File: src/rtl/boot_pkg.sv
// Shared types and constants for the boot controller: FSM states, error codes and default widths.
package boot_pkg;

    typedef enum logic [2:0] {
        StIdle,
        StLoad,
        StFlush,
        StStart,
        StRun,
        StDone
    } state_e;

    localparam logic [1:0] ERR_NONE = 2'd0;
    localparam logic [1:0] ERR_OVF  = 2'd1;
    localparam logic [1:0] ERR_TMO  = 2'd2;

    localparam int unsigned DEF_ADDR_WIDTH = 8;
    localparam int unsigned DEF_DATA_WIDTH = 16;
    localparam int unsigned DEF_CNT_WIDTH  = 16;
    localparam int unsigned DEF_MAX_CYCLES = 1000;

endpackage

File: src/rtl/boot_ctrl.sv
// Boot controller: streams a program into instruction memory, starts the processor,
// and times the run until stop or timeout.
module boot_ctrl
    import boot_pkg::*;
#(
    parameter int unsigned ADDR_WIDTH = DEF_ADDR_WIDTH,
    parameter int unsigned DATA_WIDTH = DEF_DATA_WIDTH,
    parameter int unsigned CNT_WIDTH  = DEF_CNT_WIDTH,
    parameter int unsigned MAX_CYCLES = DEF_MAX_CYCLES
) (
    input  logic                  clk,
    input  logic                  rst,
    input  logic                  load_req,
    input  logic                  s_valid,
    output logic                  s_ready,
    input  logic [DATA_WIDTH-1:0] s_data,
    input  logic                  s_last,
    output logic                  im_wr,
    output logic [ADDR_WIDTH-1:0] im_w_addr,
    output logic [DATA_WIDTH-1:0] im_w_data,
    output logic                  start,
    input  logic                  stop,
    output logic                  busy,
    output logic                  done,
    output logic [1:0]            err_code,
    output logic [ADDR_WIDTH:0]   word_count,
    output logic [CNT_WIDTH-1:0]  cycle_count
);

    localparam logic [CNT_WIDTH-1:0]  MaxCnt  = CNT_WIDTH'(MAX_CYCLES);
    localparam logic [ADDR_WIDTH-1:0] LastAdr = {ADDR_WIDTH{1'b1}};

    state_e                state_q, state_d;
    logic [ADDR_WIDTH-1:0] addr_q, addr_d;
    logic                  im_wr_q, im_wr_d;
    logic [ADDR_WIDTH-1:0] im_w_addr_q, im_w_addr_d;
    logic [DATA_WIDTH-1:0] im_w_data_q, im_w_data_d;
    logic                  start_q, start_d;
    logic                  done_q, done_d;
    logic [1:0]            err_q, err_d;
    logic [ADDR_WIDTH:0]   wc_q, wc_d;
    logic [CNT_WIDTH-1:0]  cc_q, cc_d;
    logic                  hs;

    assign s_ready = (state_q == StLoad);
    assign busy    = !((state_q == StIdle) || (state_q == StDone));
    assign hs      = s_valid && s_ready;

    always_comb begin
        state_d     = state_q;
        addr_d      = addr_q;
        im_wr_d     = 1'b0;
        im_w_addr_d = im_w_addr_q;
        im_w_data_d = im_w_data_q;
        start_d     = 1'b0;
        done_d      = done_q;
        err_d       = err_q;
        wc_d        = wc_q;
        cc_d        = cc_q;
        unique case (state_q)
            StIdle, StDone: begin
                if (load_req) begin
                    state_d = StLoad;
                    addr_d  = '0;
                    wc_d    = '0;
                    cc_d    = '0;
                    err_d   = ERR_NONE;
                    done_d  = 1'b0;
                end
            end
            StLoad: begin
                if (hs) begin
                    im_wr_d     = 1'b1;
                    im_w_addr_d = addr_q;
                    im_w_data_d = s_data;
                    addr_d      = addr_q + ADDR_WIDTH'(1);
                    wc_d        = wc_q + (ADDR_WIDTH + 1)'(1);
                    if (s_last) begin
                        state_d = StFlush;
                    end else if (addr_q == LastAdr) begin
                        // Memory full without a last marker: keep the write, never start.
                        err_d   = ERR_OVF;
                        done_d  = 1'b1;
                        state_d = StDone;
                    end
                end
            end
            StFlush: begin
                // Registered so the pulse lands exactly in the START cycle.
                start_d = 1'b1;
                state_d = StStart;
            end
            StStart: begin
                cc_d    = '0;
                state_d = StRun;
            end
            StRun: begin
                if (stop) begin
                    done_d  = 1'b1;
                    state_d = StDone;
                end else if (cc_q == MaxCnt) begin
                    err_d   = ERR_TMO;
                    done_d  = 1'b1;
                    state_d = StDone;
                end else begin
                    cc_d = cc_q + CNT_WIDTH'(1);
                end
            end
            default: state_d = StIdle;
        endcase
    end

    always_ff @(posedge clk) begin
        if (rst) begin
            state_q     <= StIdle;
            addr_q      <= '0;
            im_wr_q     <= 1'b0;
            im_w_addr_q <= '0;
            im_w_data_q <= '0;
            start_q     <= 1'b0;
            done_q      <= 1'b0;
            err_q       <= ERR_NONE;
            wc_q        <= '0;
            cc_q        <= '0;
        end else begin
            state_q     <= state_d;
            addr_q      <= addr_d;
            im_wr_q     <= im_wr_d;
            im_w_addr_q <= im_w_addr_d;
            im_w_data_q <= im_w_data_d;
            start_q     <= start_d;
            done_q      <= done_d;
            err_q       <= err_d;
            wc_q        <= wc_d;
            cc_q        <= cc_d;
        end
    end

    assign im_wr       = im_wr_q;
    assign im_w_addr   = im_w_addr_q;
    assign im_w_data   = im_w_data_q;
    assign start       = start_q;
    assign done        = done_q;
    assign err_code    = err_q;
    assign word_count  = wc_q;
    assign cycle_count = cc_q;

endmodule

File: config.mk
export PLATFORM = sky130hd
export DESIGN_NAME = boot_ctrl
export DESIGN_NICKNAME = d
export VERILOG_FILES = /design/src/rtl/boot_pkg.sv /design/src/rtl/boot_ctrl.sv
export SDC_FILE = /design/constraint.sdc
export NUM_CORES = 1
export LEC_CHECK = 0
export CORE_MARGIN = 3
export CORE_UTILIZATION = 45
export DETAILED_ROUTE_END_ITERATION = 6
export DONT_BUFFER_PORTS = 1
export PLACE_DENSITY = 0.73
export SYNTH_ARGS = -nofsm -noshare
export SYNTH_HDL_FRONTEND = slang
export SYNTH_SLANG_ARGS = --single-unit
File: constraint.sdc
create_clock -name clk -period 1.6 [get_ports clk]
set_input_delay 0.48 -clock clk [delete_from_list [all_inputs] [get_ports clk]]
set_output_delay 0.48 -clock clk [all_outputs]
set_load 0.1 [all_outputs]
==> metrics.cfg <==
[detailed_routing]
ant_nets=0
drt_pass1_iterations=4
vias_per_cell=5.62
wl_um=9960
drc=0
vias=3074
routedWlPerCell_um=18.2
drt_iter0_drc=130

[synth]
synthesis.area_sq_um=3040
synth_nets=381
yosysTopAreaCellShare_pct=42.8
synth-seq-cells=65
ys_warn_count=0
synth_compound_area_share_pct=14.4
synth_top_family_by_area=simple AND/OR/NAND/NOR gates
synthMuxAreaShare_pct=1.48
synth_ff_type=dfxtp_1
yosys.area.top_type=dfxtp_1
yosysUniqueCellTypes=51
avgSynthCellArea_sq_um=8.56
yosysSeqAreaShare_pct=42.8
synthAdderAreaFrac_pct=1.65
synth_cells=355
yosys.area_share.simple_pct=27.1
synth-async-reset-ratio_pct=0
synthTopCellsByArea=dfxtp_1 (43%), nand2_1 (8.4%), xnor2_1 (7.2%)
synth_xor_area_share_pct=7.50
synth_edf_count=0

[die]
die_width_um=88.2
initial_utilization_pct=47.0
core_area_sq_um=6460
boundaryPins=78
die_y_um=88.2
row_count=29
dieArea_sq_um=7770

[power_and_ir_drop]
powerDensity_nw_per_um2=1280
power.leakage_uw=0.00200
power_uw=6490
irDropWorstVdd_mv=0.888

[hold_path]
hold_depth=1
min_path_type=in2reg
hold_start=rst
hold_end=im_w_data[0]

[global_routing]
grt_pass1_wl_um=14000
grt_pass1_vias=2900
grt_max_degree=37
grtUsageTotal_pct=23.5
grt.overflow.total=0
antenna_found_initial=0

[final_layout]
final_nets=491
syn_to_final_growth_pct=67.6
seqCellArea_sq_um=1370
multiInputGateArea_sq_um=2290
drive_above_1_share_pct=58.3
fin_cells=547
n_antenna_cell=0
fill_cells=388

[cts]
cts_tree=yes
cts_root_buf=clkbuf_8
h-tree-depth=3
cts.sinks=65
max-clock-path-buffers=2
clkLatencyLatePin_ps=350
cts_buffers=9
cts.clk_slew.worst_paths_ps=80
postCtsHoldBufs=0

[worst_setup_path]
arrival_ps=2170
startpoint_type=register
cpMostUsedCell=buf_6
cp_cell_sequence=buf_6 > buf_6 > buf_6 > mux2i_4 > mux2_4 > nor4b_4 > xnor2_1 > nor2_1
reg2reg_slack_ps=-320
cpPeakStageDelay_ps=360
crit_required_ps=1850
cp_max_fo=7
path_class=reg2reg
timing.rr.start=state_q[2]
regToRegEndpoint=addr_q[5]
critPathCaptureType=register
r2r.worst_path.cells=8
cp_slowest_cell=mux2_4

[sta]
final.period_utilization_pct=120
clock_skew_ps=7.37
finalCriticalPeriod_ps=1920
tns_ps=-7950
drv_slew=0
hold_viol_final=0
finalSetupViolations=58
worst_pin_slew_ps=452
rsz0062_at_grt=yes
setup_slack_ps=-319
max_slew_margin_pct=69.8
timing.fmax_ghz=0.521

[placement]
pre_cts_ws_ps=-198
dpl.hpwl_um=5450
gp_congestion=0.819
placed_cells=509
io_buffers=0

[status]
failed_checks=negative setup slack
status=finished, violations left

[flow_run]
cap_violations=0

==> sequential cells by signal, summed over array words and instances (netlist names) <==
| name | cells |
|---|---|
| word_count | 9 |
| start | 1 |
| err_code | 2 |
| state_q | 3 |
| done | 1 |
| cycle_count | 16 |
| im_w_addr | 8 |
| im_wr | 1 |
| addr_q | 8 |
| im_w_data | 16 |
==> metrics by stage <==
stage | util (%) | hold slack, ps | instance area, sq um
6_report | 78.8 | 177 | 5090
5_1_grt | 78.8 | 156 | 5090
4_1_cts | 70.9 | 172 | 4580
3_5_place_dp | 61.3 | 440 | 3960
3_3_place_gp | 61.3 | 433 | 3960
2_1_floorplan | - | 462 | 3210
==> synthesized netlist by cell type, drive strengths merged (3+ instances only) <==
cell type	instances
nor4	5
nor2	40
nor3b	5
a211oi	9
buf	15
nand2	68
nand3	10
nor3	4
mux2i	3
a2111oi	4
xnor2	25
or2	3
inv	12
nor4b	6
nand2b	3
a21oi	36
dfxtp	65
clkbuf	6
nand4	6
ha	4
==> kinds of logic (layout without fill, tap and decap cells) <==
family,Yosys count,after routing
and+or+nand+nor,159,159
DFF,65,65
AOI/OAI and AO/OA,64,65
buffers and inverters,33,146
xor gates and xnor gates,26,26
adders and majority gates,4,4
muxes,4,5
==> layout make-up <==
cell class / instances / share of cell area (%)
timing repair buffer: 118 / 21.7
multi-input combinational: 259 / 45.0
tap: 77 / 1.89
sequential: 65 / 26.9
clock buffer: 11 / 2.97
clock inverter: 5 / 0.688
inverter: 12 / 0.958
==> cells in the final DEF (no fill, tap or decap), types with 3 or more instances in the layout <==
cell type and count:
a2111oi_4 3, a211oi_2 6, a211oi_4 3, a21oi_1 7, a21oi_2 27, buf_12 7, buf_4 88, buf_6 20
clkbuf_8 11, dfxtp_1 38, dfxtp_2 14, dfxtp_4 13, ha_1 3, inv_1 10, inv_4 3, nand2_1 42
nand2_2 3, nand2_4 23, nand3_1 9, nand4_1 5, nor2_1 38, nor3_1 3, nor3b_4 3, nor4_4 4
nor4b_4 5, xnor2_1 25
==> critical path, delay by kind of cell (launching register included) <==
family | cells | cell delay, ps
XOR/XNOR | 1 | 160
buffers and inverters | 3 | 350
flip-flops | 1 | 350
multiplexers | 2 | 560
AND/OR/NAND/NOR | 2 | 380
==> metal layers <==
layer	GRT usage (%)	vias to the layer above	wire length, um
li1	-	1450	-
met1	26.6	1508	3720
met2	41.6	94	5510
met3	8.00	22	510
met4	7.42	0	221
met5	0	-	0
==> repair_timing <==
action | CTS | global route
setup buffers | 12 | 5
resized for setup | 65 | 99
setup endpoints to repair | 39 | 69
cloned | 4 | 2
pin swaps | 41 | 70
==> where the power goes <==
group	internal (uW)	leakage, uW	switching (uW)
registers	1730	0.000543	72.8
clock network	654	0.0000972	678
logic	1240	0.00136	2120
==> how the worst max path moves through the flow <==
stage / startpoint / end / slack [ps] / cells after the start
5_1_grt: state_q[2] / addr_q[5] / -380 / 8
6_report: state_q[2] / addr_q[5] / -320 / 8
4_1_cts: state_q[2] / busy / -320 / 5
3_5_place_dp: cycle_count[4] / cycle_count[9] / -200 / 6
3_3_place_gp: cycle_count[0] / err_code[0] / -180 / 8
2_1_floorplan: state_q[2] / im_w_addr[7] / -510 / 6
Note: power is estimated with default switching activity, not from simulation.
==> variant (same flow settings) <==
Encoding of `state_e`: now one-hot (6 bits for 6 states).
--- a/src/rtl/boot_pkg.sv
+++ b/src/rtl/boot_pkg.sv
@@ -2,11 +2,11 @@
 package boot_pkg;
 
-    typedef enum logic [2:0] {
-        StIdle,
-        StLoad,
-        StFlush,
-        StStart,
-        StRun,
-        StDone
+    typedef enum logic [5:0] {
+        StIdle  = 6'b000001,
+        StLoad  = 6'b000010,
+        StFlush = 6'b000100,
+        StStart = 6'b001000,
+        StRun   = 6'b010000,
+        StDone  = 6'b100000
     } state_e;
 
Formal check against the unedited RTL: same outputs for any inputs over 10 cycles, from zero or initial values and one cycle with rst high; not proved beyond that.
==> variant against the unedited design <==
- the run still ends with setup timing left
- wire length grew 37%
- design area is essentially flat
- setup slack got worse by 290 ps
- final cell count increased by 10%
- sequential cell count increased by 3
- synthesized area rose by 4.6%
- register-to-register slack got worse by 280 ps
- power grew 6.3%
- highest routed layer unchanged
- non-clock buffer count increased by 13
- critical path type is now reg2out
==> variant: results <==
[global_route]
grtUsageTotal_pct = 27.11
grt_max_degree = 55
grt_pass1_vias = 3456
use_met1_pct = 33.32
grt_first_pass_wirelength_um = 17810

[run_status]
violations = setup timing
status = complete, but fails checks

[pwr]
leakage_nw = 2.000
irDropWorstVdd_mv = 1.008

[sta]
setup_violations = 68
fin_ws_ps = -609.8

[worst_setup_path]
path_delay_family = buffers and inverters
crit_path_max_fanout = 4

[detailed_routing]
drt-vias-per-instance = 6.347
drtPass1Iterations = 5

[finish]
fillers = 367
drive_gt1_share_pct = 54.51
fin_cells = 603
final_nets = 531

[cts]
clock_latency_ps = 370

[placement]
dpl.cell_count = 568
dpl_worst_slack_ps = -472.9
place_area_sq_mm = 0.004229

[yosys]
synth.net_count = 409
seq_area_frac_synth_pct = 42.83
variant: layer usage:
metal  up-vias  wire length (um)
li1       1602                 -
met4         0               716
met1      1794              5003
met5         -                 0
met2       336              6409
met3        95              1476
variant: worst paths after layout:
path,from,to,slack (ps),cells past startpoint
max,state_q[3]$_SDFFE_PP0P_,s_ready,-610,7
max reg2reg,state_q[3]$_SDFFE_PP0P_,state_q[5]$_SDFFE_PP0P_,-600,7
min,rst,im_w_data[15]$_SDFFE_PP0P_,180,1
min reg2reg,im_w_data[7]$_SDFFE_PP0P_,im_w_data[7]$_SDFFE_PP0P_,450,2
variant: timing repair:
action                                  4_1_cts  5_1_grt
hold buffers                                  0        0
setup buffers                                 8        7
gates cloned                                  1        4
endpoints found under the setup margin       68       68
pin swaps                                    24       36
resized for setup                            48       71
variant: where the power goes:
group,switching (mW),internal (mW),leakage [nW]
logic,2.11,1.41,1.34
clock network,0.806,0.729,0.100
registers,0.0910,1.75,0.562
total,3.01,3.89,2.00
variant: logic make-up after synthesis:
logic type               after synthesis  share of synthesized area [%]
AO/OA/AOI/OAI                         88                          17.80
XOR/XNOR                              18                          4.961
adder cells (fa/ha/maj)                4                          1.575
buffers and inverters                 31                          4.606
flip-flops                            68                          42.83
multiplexers                           2                         0.6299
AND/OR/NAND/NOR                      172                          27.60
variant: final cells by class:
type	instances	area (sq um)	area share, %
sequential	68	1419	27.84
timing repair buffer	131	1159	22.73
inverter	9	45.04	0.8837
multi-input combinational	286	2160	42.37
tap	93	116.4	2.283
clock inverter	7	75.07	1.473
clock buffer	9	123.9	2.430
